--- config.mk ---
export PLATFORM = sky130hd
export DESIGN_NAME = vector_op_sequencer_flat
export DESIGN_NICKNAME = d
export VERILOG_FILES = /design/src/rtl/vector_op_sequencer_if.sv /design/src/rtl/vector_op_sequencer.sv /design/src/flat_wrapper.sv
export SDC_FILE = /design/constraint.sdc
export NUM_CORES = 1
export LEC_CHECK = 0
export ABC_AREA = 1
export CORE_AREA = 5 5 116 85
export CTS_BUF_LIST = sky130_fd_sc_hd__clkbuf_8
export DETAILED_ROUTE_END_ITERATION = 10
export DIE_AREA = 0 0 121 90
export PLACE_DENSITY = 0.54
export SYNTH_ARGS = -nofsm -noshare
export SYNTH_HDL_FRONTEND = slang
export SYNTH_SLANG_ARGS = --single-unit
--- constraint.sdc ---
create_clock -name clk -period 1.8 [get_ports clk]
set_input_delay 0.27 -clock clk [delete_from_list [all_inputs] [get_ports clk]]
set_output_delay 0.27 -clock clk [all_outputs]
set_load 0.05 [all_outputs]
--- src/rtl/vector_op_sequencer_if.sv ---
// Command, engine-bus and result-channel signals of the vector op sequencer.
// The slave modport is the sequencer; the master modport is the decoder/engine side.
interface vector_op_sequencer_if #(
  parameter int NUM_OPS  = 2,
  parameter int SCALAR_W = 30
);
  localparam int OP_W = $clog2(NUM_OPS);

  logic                         cmd_valid;
  logic                         cmd_ready;
  logic [OP_W-1:0]              cmd_op;
  logic [NUM_OPS-1:0]           eng_start;
  logic [NUM_OPS-1:0]           eng_ready;
  logic [NUM_OPS-1:0]           eng_done;
  logic [NUM_OPS-1:0]           eng_res_vld;
  logic [NUM_OPS*SCALAR_W-1:0]  eng_res;
  logic                         res_valid;
  logic                         res_ready;
  logic [SCALAR_W-1:0]          res_data;
  logic [OP_W-1:0]              res_op;
  logic                         res_timeout;
  logic                         busy;
  logic                         err_op;

  modport master (
    output cmd_valid, cmd_op, eng_ready, eng_done, eng_res_vld, eng_res, res_ready,
    input  cmd_ready, eng_start, res_valid, res_data, res_op, res_timeout, busy, err_op
  );

  modport slave (
    input  cmd_valid, cmd_op, eng_ready, eng_done, eng_res_vld, eng_res, res_ready,
    output cmd_ready, eng_start, res_valid, res_data, res_op, res_timeout, busy, err_op
  );
endinterface

--- src/rtl/vector_op_sequencer.sv ---
// Sequences one of NUM_OPS HLS scalar engines per command and returns its result.
// Optional watchdog enabled by defining PROC_CORE_WATCHDOG_EN.
module vector_op_sequencer #(
  parameter int NUM_OPS     = 2,
  parameter int SCALAR_W    = 30,
  parameter int TIMEOUT_CYC = 4096
) (
  input  logic                  clk,
  input  logic                  rst,
  vector_op_sequencer_if.slave  bus
);
  localparam int OP_W = $clog2(NUM_OPS);

  localparam logic [1:0] IDLE  = 2'd0;
  localparam logic [1:0] START = 2'd1;
  localparam logic [1:0] WAIT  = 2'd2;
  localparam logic [1:0] RESP  = 2'd3;

  logic [1:0]          state;
  logic [1:0]          state_nxt;
  logic [OP_W-1:0]     op;
  logic [SCALAR_W-1:0] capture;
  logic                cmd_ready_q;
  logic                err_op_q;
  logic                timeout_q;
  logic                sel_ready;
  logic                sel_done;
  logic                sel_vld;
  logic [SCALAR_W-1:0] sel_res;
  logic                accept;
  logic                legal;
  logic                running;
  logic                expired;

  // Only the latched engine's handshake and result are ever looked at.
  always_comb begin
    sel_ready = 1'b0;
    sel_done  = 1'b0;
    sel_vld   = 1'b0;
    sel_res   = '0;
    for (int i = 0; i < NUM_OPS; i++) begin
      if (op == OP_W'(i)) begin
        sel_ready = bus.eng_ready[i];
        sel_done  = bus.eng_done[i];
        sel_vld   = bus.eng_res_vld[i];
        sel_res   = bus.eng_res[i*SCALAR_W +: SCALAR_W];
      end
    end
  end

  assign legal   = int'(bus.cmd_op) < NUM_OPS;
  assign accept  = (state == IDLE) && cmd_ready_q && bus.cmd_valid;
  assign running = (state == START) || (state == WAIT);

`ifdef PROC_CORE_WATCHDOG_EN
  localparam int CNT_W = $clog2(TIMEOUT_CYC + 1);

  logic [CNT_W-1:0] wd_cnt;

  always_ff @(posedge clk or posedge rst) begin
    if (rst) begin
      wd_cnt <= '0;
    end else if (accept) begin
      wd_cnt <= '0;
    end else if (running) begin
      wd_cnt <= wd_cnt + 1'b1;
    end
  end

  // Fires on the last counted cycle so RESP begins exactly TIMEOUT_CYC cycles after START entry.
  assign expired = running && !sel_done && (wd_cnt == CNT_W'(TIMEOUT_CYC - 1));
`else
  logic unused_timeout_cfg;
  assign unused_timeout_cfg = (TIMEOUT_CYC != 0);
  assign expired = 1'b0;
`endif

  always_comb begin
    state_nxt = state;
    case (state)
      IDLE: begin
        if (accept && legal) state_nxt = START;
      end
      START: begin
        if (sel_ready && sel_done) state_nxt = RESP;
        else if (expired)          state_nxt = RESP;
        else if (sel_ready)        state_nxt = WAIT;
      end
      WAIT: begin
        if (sel_done || expired) state_nxt = RESP;
      end
      RESP: begin
        if (bus.res_ready) state_nxt = IDLE;
      end
      default: state_nxt = IDLE;
    endcase
  end

  always_ff @(posedge clk or posedge rst) begin
    if (rst) begin
      state       <= IDLE;
      op          <= '0;
      capture     <= '0;
      cmd_ready_q <= 1'b0;
      err_op_q    <= 1'b0;
      timeout_q   <= 1'b0;
    end else begin
      state       <= state_nxt;
      cmd_ready_q <= (state_nxt == IDLE);
      err_op_q    <= accept && !legal;
      if (accept && legal) begin
        op        <= bus.cmd_op;
        capture   <= '0;
        timeout_q <= 1'b0;
      end else if (expired) begin
        capture   <= '1;
        timeout_q <= 1'b1;
      end else if (running && sel_vld) begin
        capture   <= sel_res;
      end
      if ((state == RESP) && bus.res_ready) timeout_q <= 1'b0;
    end
  end

  // eng_start decodes straight from state so an asynchronous reset drops it at once.
  always_comb begin
    bus.eng_start = '0;
    for (int i = 0; i < NUM_OPS; i++) begin
      bus.eng_start[i] = (state == START) && (op == OP_W'(i));
    end
  end

  assign bus.cmd_ready   = cmd_ready_q;
  assign bus.res_valid   = (state == RESP);
  assign bus.res_data    = capture;
  assign bus.res_op      = op;
  assign bus.res_timeout = timeout_q;
  assign bus.busy        = (state != IDLE);
  assign bus.err_op      = err_op_q;
endmodule

--- src/flat_wrapper.sv ---
// flat-port wrapper written by rule: the top's interface ports become plain ports
module vector_op_sequencer_flat 
#(
  parameter int NUM_OPS     = 2,
  parameter int SCALAR_W    = 30,
  parameter int TIMEOUT_CYC = 4096
)
  (clk, rst, bus_cmd_valid, bus_cmd_op, bus_eng_ready, bus_eng_done, bus_eng_res_vld, bus_eng_res, bus_res_ready, bus_cmd_ready, bus_eng_start, bus_res_valid, bus_res_data, bus_res_op, bus_res_timeout, bus_busy, bus_err_op);
  vector_op_sequencer_if #(.NUM_OPS(NUM_OPS), .SCALAR_W(SCALAR_W)) bus_i ();
  input  logic clk;
  input  logic rst;
  input wire logic [$bits(bus_i.cmd_valid)-1:0] bus_cmd_valid;
  input wire logic [$bits(bus_i.cmd_op)-1:0] bus_cmd_op;
  input wire logic [$bits(bus_i.eng_ready)-1:0] bus_eng_ready;
  input wire logic [$bits(bus_i.eng_done)-1:0] bus_eng_done;
  input wire logic [$bits(bus_i.eng_res_vld)-1:0] bus_eng_res_vld;
  input wire logic [$bits(bus_i.eng_res)-1:0] bus_eng_res;
  input wire logic [$bits(bus_i.res_ready)-1:0] bus_res_ready;
  output wire logic [$bits(bus_i.cmd_ready)-1:0] bus_cmd_ready;
  output wire logic [$bits(bus_i.eng_start)-1:0] bus_eng_start;
  output wire logic [$bits(bus_i.res_valid)-1:0] bus_res_valid;
  output wire logic [$bits(bus_i.res_data)-1:0] bus_res_data;
  output wire logic [$bits(bus_i.res_op)-1:0] bus_res_op;
  output wire logic [$bits(bus_i.res_timeout)-1:0] bus_res_timeout;
  output wire logic [$bits(bus_i.busy)-1:0] bus_busy;
  output wire logic [$bits(bus_i.err_op)-1:0] bus_err_op;
  assign bus_i.cmd_valid = bus_cmd_valid;
  assign bus_i.cmd_op = bus_cmd_op;
  assign bus_i.eng_ready = bus_eng_ready;
  assign bus_i.eng_done = bus_eng_done;
  assign bus_i.eng_res_vld = bus_eng_res_vld;
  assign bus_i.eng_res = bus_eng_res;
  assign bus_i.res_ready = bus_res_ready;
  assign bus_cmd_ready = bus_i.cmd_ready;
  assign bus_eng_start = bus_i.eng_start;
  assign bus_res_valid = bus_i.res_valid;
  assign bus_res_data = bus_i.res_data;
  assign bus_res_op = bus_i.res_op;
  assign bus_res_timeout = bus_i.res_timeout;
  assign bus_busy = bus_i.busy;
  assign bus_err_op = bus_i.err_op;
  vector_op_sequencer #(.NUM_OPS(NUM_OPS), .SCALAR_W(SCALAR_W), .TIMEOUT_CYC(TIMEOUT_CYC)) u_core (.clk(clk), .rst(rst), .bus(bus_i));
endmodule
# Word-level counts from Yosys, hierarchy flattened
# Index checks and enable logic that the tools add are counted.
# totals
regBits	35
inputBits	71
output_inout_bits	38
word_cells	36
# op_classes
n_eq_ne	3
mux	14
bitwise_logic	1
n_reduce_logical	13
# op_table
op	n
2-to-1 mux 30 bit	3
2-to-1 mux 2 bit	5
case mux 2 bit (4 select lines)	1
logical AND 1 bit	7
nonzero test 2 bit	3
2-to-1 mux 1 bit	5
== test 2 bit, second input constant	2
logical NOT 2 bit	2
== test 2 x 1 -> 1 bit, second input constant	1
logical OR 1 bit	1
NOT 1 bit	1

# Longest topological paths before layout
# Gate-level depths: netlist of the first run.
# logic_depth
word_depth	6
depth_mapped	9

# Least setup slack after synthesis of the first run
# No wires, ideal clock.
# synth_path
path_type	reg-to-output
from	reg u_core.op, in the netlist u_core.bus.res_op
to	out bus_eng_start[0]
t_arrival_ns	1.645
required_ns	1.530
slack_ns	-0.115
path_stages_with_launch	4
path_cell_list	dfrtp_1 -> buf_6 -> clkbuf_1 -> nor2_1
# synth_between
elab_chain_len	2
# synth_lines
element	line	text
start: declaration	vector_op_sequencer.sv:21	logic [OP_W-1:0] op;
start signal: assignment	vector_op_sequencer.sv:112	op <= bus.cmd_op;
NOT 1 bit	vector_op_sequencer.sv:129	bus.eng_start[i] = (state == START) && (op == OP_W'(i));
logical AND 1 bit	vector_op_sequencer.sv:129	
end: declaration	flat_wrapper.sv:20	output wire logic [$bits(bus_i.eng_start)-1:0] bus_eng_start;
# Every way passes these cells.

# Worst setup path after layout of the first run
# layout_path
from	reg u_core.capture[14], in the netlist u_core.bus.res_data[14]
to	out bus_res_data[14]
# layout_rtl
element	line	text
start: declaration	vector_op_sequencer.sv:22	logic [SCALAR_W-1:0] capture;
start signal: assignment	vector_op_sequencer.sv:119	capture <= sel_res;
end: declaration	flat_wrapper.sv:22	output wire logic [$bits(bus_i.res_data)-1:0] bus_res_data;
# No word-level cell between the ends.

==> impl_results.md, run 1 <==
- Final hold slack: 393 ps
- GPL Wtd Cong: roughly 0.72
- Iter 0 DRT Violations: 70
- Top cells by area, synth: dfrtp_1 44%, nand2_1 33%, nand3_1 8.8%
- Footprint of the multi-input gates: ~940 um2
- CTS root buffer: clkbuf_8
- Type of origin of the critical path: flop
- Placed cells: between 500 and 600
- Skew final: around 5.1 ps
- Antenna diodes: 0
- # nets final: 465
- Most used DFF post-synth: dfrtp_1
- Yosys cell types: 16
- Slew @ Worst Pin: 517 ps
- Clock Latency Late Sink: roughly 280 ps
- Final Cell Area: 0.00316 mm2
- WL final: roughly 6.3 mm
- Pre-CTS setup slack: about 45 ps
- Fraction of registers with async set/reset: 100%
- Final Power: just under 6 mW
- Area of the core: slightly below 0.009 mm2
- DRC: 0
- Nature of the critical path endpoint: primary output
- Total negative slack: 0 ps
- Crit path buffers/inverters: 1
- Critical path class: reg -> out
- CP max stage cell: clkdlybuf4s50_1
- CTS buffer count: 5
- Largest net degree at the start of global routing: 35
- Yosys top cell area share: between 40 and 50%
- Initial antenna violation count: 0
- Delay-heaviest family, CP: buffers and inverters
- Result of the run: finished, final reports clean
- Pwr/cell area: between 1500 and 2000 mW/mm2
- HPWL after detailed placement: approximately 4.6 mm
- R2R Path Start: u_core.state[0]
- Final Cycle Share: between 90% and 100%
- Ys Warns: 0
- Post-synth EDFFs: 0
- Worst-path clk slew: around 70 ps
- Crit path required time: 1530 ps
- Final WS setup: between 70 and 80 ps
- Final Util: between 30% and 40%
- Flops & latches, synth: 34
- MaxCap Viol Count: 0
- Share of cells above drive strength 1: 12.1%
- Hold WC Path Type: in -> async
- Gr usage total: between 10% and 20%
- CP Max Fanout: 2
- Commonest cells in the netlist: 170 x nand2_1, 34 x dfrtp_1, 34 x nand3_1
- Layout fillers: ~960
- Top-count cell post-synth: nand2_1
- FF/Latch Area: 851 um2
- Crit-path max cell delay: 820 ps
- First-pass GRT wire length: ~11 mm
- CP startpoint: u_core.bus.res_data[14]
- I/O pin cnt: around 110
- Synth Area per Inst: around 6.8 um2
- Clk buf depth: 2
- Critical path arrival: 1450 ps
- Die height: 90 um
- Cells after Synth: approximately 290
- Port-buffer cells: ~110
- Mapped Area: approximately 0.002 mm2
- First-pass DRT Iterations: 6
- Die W: ~120 um
- Peak VDD IR: between 600 and 700 uV
- Area delta synth->final: 62.8%
- Final Hold Vio Count: 0
- Achievable Freq: approximately 580 MHz
- Clock Sinks: 34
- Endpoints failing setup: 0
- RSZ-0062 raised after global routing: false
- Number of max-slew violations in the final report: 0
- Crit-path cells: clkdlybuf4s50_1
- Rel. slew slack: between 60% and 70%
- Placed Area: between 0.003 and 0.004 mm2
- Post-CTS setup buffer count: 0
- Vias: a little over 2000
- Final Non-Filler Cells: between 500 and 600
- CTS tree: done
- Antenna Nets Post-Route: 0
- Row cnt: 29
- Dominant cell type by area after synthesis: dfrtp_1
- P_leak: approximately 1.7 nW
- Number of global-route vias before repair: roughly 2200
- Total grt overflow: 0
- Via/cell ratio: roughly 4.0
- H-tree depth: 2
- Starting Density: about 22%
- Routed len/inst: about 12 um
- Final min period: between 1500 and 2000 ps
- Die footprint: 0.0109 mm2
- Sequential area share after synthesis: 43.8%
==> layout by cell type (no fill, tap or decap) <==
| cell | count |
|---|---|
| clkbuf_8 | 6 |
| buf_12 | 3 |
| and3_4 | 1 |
| a21oi_1 | 1 |
| clkinv_2 | 1 |
| buf_4 | 33 |
| buf_8 | 1 |
| inv_4 | 1 |
| nand2_1 | 170 |
| nor2_1 | 6 |
| conb_1 | 2 |
| dfrtp_1 | 34 |
| ha_1 | 5 |
| nand3_1 | 34 |
| clkdlybuf4s50_1 | 75 |
| and2_1 | 1 |
| inv_1 | 13 |
| nor2_2 | 1 |
| o21ai_0 | 2 |
==> registers in the layout (all words and copies together) (netlist names) <==
name / flops
u_core.bus.res_data: 30
u_core.state: 2
u_core.bus.cmd_ready: 1
u_core.bus.res_op: 1
==> metal layers <==
| layer | track usage [%] | wire length [um] | vias to the layer above |
|---|---|---|---|
| met1 | 15.6 | 2920 | 902 |
| met4 | 1.98 | 27 | 0 |
| li1 | - | - | 1074 |
| met3 | 5.21 | 668 | 5 |
| met5 | 0 | 0 | - |
| met2 | 18.4 | 2710 | 73 |
==> what timing repair did <==
item	in CTS	in global routing
setup endpoints to repair	1	31
resized for setup	1	2
hold buffers	0	0
pin swaps	0	0
==> kinds of logic after synthesis <==
logic type               share of synthesized area [%]
AO/OA/AOI/OAI                                    0.773
adder cells (fa/ha/maj)                           3.22
buffers and inverters                             8.31
flip-flops                                        43.8
other                                            0.193
AND/OR/NAND/NOR                                   43.7
==> where the power goes <==
group,total (mW),internal (mW),switching [mW]
clock,0.568,0.303,0.265
sequential,1.38,1.15,0.238
combinational,3.91,1.24,2.67
==> cell type report <==
| cell class | instances | share of cell area, % |
|---|---|---|
| flip-flops and latches | 34 | 26.9 |
| repair buffers | 112 | 34.0 |
| inverters | 13 | 1.62 |
| clock buffers | 6 | 2.61 |
| multi-input cells | 223 | 29.7 |
| clock inverters | 2 | 0.277 |
| well taps | 124 | 4.91 |
==> worst paths after layout <==
| check | end | slack, ps | cells past startpoint |
|---|---|---|---|
| worst max-delay path | bus_res_data[14] | 80 | 1 |
| worst min-delay path | u_core.bus.res_data[6] | 390 | 3 |
| worst max register to register | u_core.bus.cmd_ready | 220 | 8 |
| worst min register to register | u_core.bus.res_data[0] | 510 | 2 |
| max in group asynchronous | u_core.bus.res_data[22] | 1090 | 3 |
| min in group clk | u_core.bus.res_data[0] | 510 | 2 |
(Power assumes the default switching activity.)
==> run 2, diff against run 1 <==
--- a/config.mk
+++ b/config.mk
@@ -8,6 +8,7 @@
 export ABC_AREA = 1
-export CORE_AREA = 5 5 116 85
+export CORE_AREA = 2 2 113 82
 export CTS_BUF_LIST = sky130_fd_sc_hd__clkbuf_8
 export DETAILED_ROUTE_END_ITERATION = 10
-export DIE_AREA = 0 0 121 90
+export DIE_AREA = 0 0 115 84
+export HOLD_SLACK_MARGIN = 0.02
 export PLACE_DENSITY = 0.54
--- a/constraint.sdc
+++ b/constraint.sdc
@@ -3,2 +3,2 @@
 set_output_delay 0.27 -clock clk [all_outputs]
-set_load 0.05 [all_outputs]
+set_load 0.005 [all_outputs]
==> impl_results.md, run 2 (same netlist as run 1, synthesis figures left out) <==
- Result of the run: finished, final reports clean
- Row cnt: 29
- Via/cell ratio: around 4.1
- Endpoints failing setup: 0
- Iter 0 DRT Violations: 86
- P_leak: between 1.5 and 2 nW
- Pwr/cell area: roughly 1400 mW/mm2
- Total grt overflow: 0
- CP Max Fanout: 4
- Gr usage total: between 10% and 20%
- Max reg flops: 30
- Worst-path clk slew: around 70 ps
- Share of cells above drive strength 1: between 6 and 7%
- Antenna diodes: 0
- Crit path required time: ~1500 ps
- CTS buffer count: 5
- Antenna Nets Post-Route: 0
- Leading cell type in the layout, fill and taps excluded: nand2_1
- Nature of the critical path endpoint: primary output
- Layout fillers: roughly 940
- Number of global-route vias before repair: 2045
- Length in cells of the worst reg-to-reg path: 8
- WL final: 5.96 mm
- Final Util: a little under two fifths
- Footprint of the multi-input gates: 948 um2
- First-pass GRT wire length: roughly 9.5 mm
- Critical path class: reg -> out
- Hold_buf cts: 0
- GPL Wtd Cong: ~0.7
- Initial antenna violation count: 0
- CTS root buffer: clkbuf_8
- Reg2Reg Capture Point: u_core.bus.cmd_ready
- # nets final: 472
- MaxCap Viol Count: 0
- Final min period: about 1700 ps
- CTS tree: done
- H-tree depth: 2
- First-pass DRT Iterations: 4
- Total negative slack: 0 ps
- R2r setup slk: roughly 310 ps
- Final Hold Vio Count: 0
- Final Cycle Share: between 90% and 100%
- Final Power: between 4 and 5 mW
- Vias: between 2000 and 2500
- Largest net degree at the start of global routing: 35
- Routed len/inst: 11.8 um
- Die footprint: 0.00966 mm2
- Area delta synth->final: 67.4%
- Clock Sinks: 34
- Skew final: just over 7 ps
- I/O pin cnt: ~110
- Number of max-slew violations in the final report: 0
- Clock Latency Late Sink: 280 ps
- Commonest non-fill, non-tap cells in the layout: 170 x nand2_1, 104 x clkdlybuf4s50_1, 34 x nand3_1
- Achievable Freq: 574 MHz
- FF/Latch Area: about 850 um2
- R2R Path Start: u_core.state[0]
- Starting Density: between 20% and 30%
- Type of origin of the critical path: flop
- Area of the core: 0.00871 mm2
- Peak VDD IR: just over 400 uV
- Die W: between 100 and 150 um
- HPWL after detailed placement: between 4 and 5 mm
- Clk buf depth: 2
- Critical path arrival: 1470 ps
- Port-buffer cells: between 100 and 150
- Die height: approximately 84 um
- Hold WC Path Type: in -> async
- DRC: 0
- RSZ-0062 raised after global routing: false
run 2: routing by layer:
| layer | global-route usage [%] | share of wire (%) |
|---|---|---|
| met1 | 15.8 | 45 |
| met2 | 18.6 | 41 |
| met3 | 6.61 | 13 |
| met4 | 2.96 | 0.57 |
| met5 | 0 | 0 |
run 2: metrics by stage:
stage                     setup slack [ps]  cells  hold WS (ps)  area (um2)
final                                 58.7    505           392        3250
after floorplan                        360    288           412        1950
after CTS                            0.270    502           399        3220
after global routing                 0.502    505           419        3250
after global placement                 150    492           489        3100
after detailed placement              96.4    492           494        3100
run 2: how the worst max path moves through the flow:
stage,startpoint,endpoint,slack (ps),cells after the start
global route,u_core.state[1],bus_res_valid,0.5,3
global placement,u_core.state[1],bus_eng_start[0],150,5
detailed placement,u_core.state[1],bus_eng_start[0],100,5
CTS,u_core.state[1],bus_eng_start[1],0.3,5
finish,u_core.state[1],bus_res_valid,60,3
floorplan,u_core.state[1],u_core.bus.res_data[16],360,7
run 2: timing repair:
item | CTS | global route
setup buffers | 2 | 3
resized for setup | 6 | 2
setup endpoints to repair | 3 | 2
endpoints found under the hold margin | 0 | 0
run 2: report_power, final:
group          leakage (nW)  total [mW]  switching [mW]  internal, mW
combinational          1.19        2.64            1.28          1.36
clock                0.0524       0.572           0.269         0.303
sequential            0.445        1.38           0.231          1.15
total                  1.69        4.59            1.78          2.81
run 2: cell type report:
class,count,share of cell area (%)
Clock buffer,6,2.54
Clock inverter,2,0.269
Inverter,13,1.58
Multi-Input combinational cell,223,29.2
Sequential cell,34,26.2
Tap cell,108,4.16
Timing Repair Buffer,119,36.1
run 2: worst max-delay path: stages (launching register included):
cell and delay [ps]:
dfrtp_1 400, buf_4 150, ha_1 200, clkdlybuf4s50_1 450
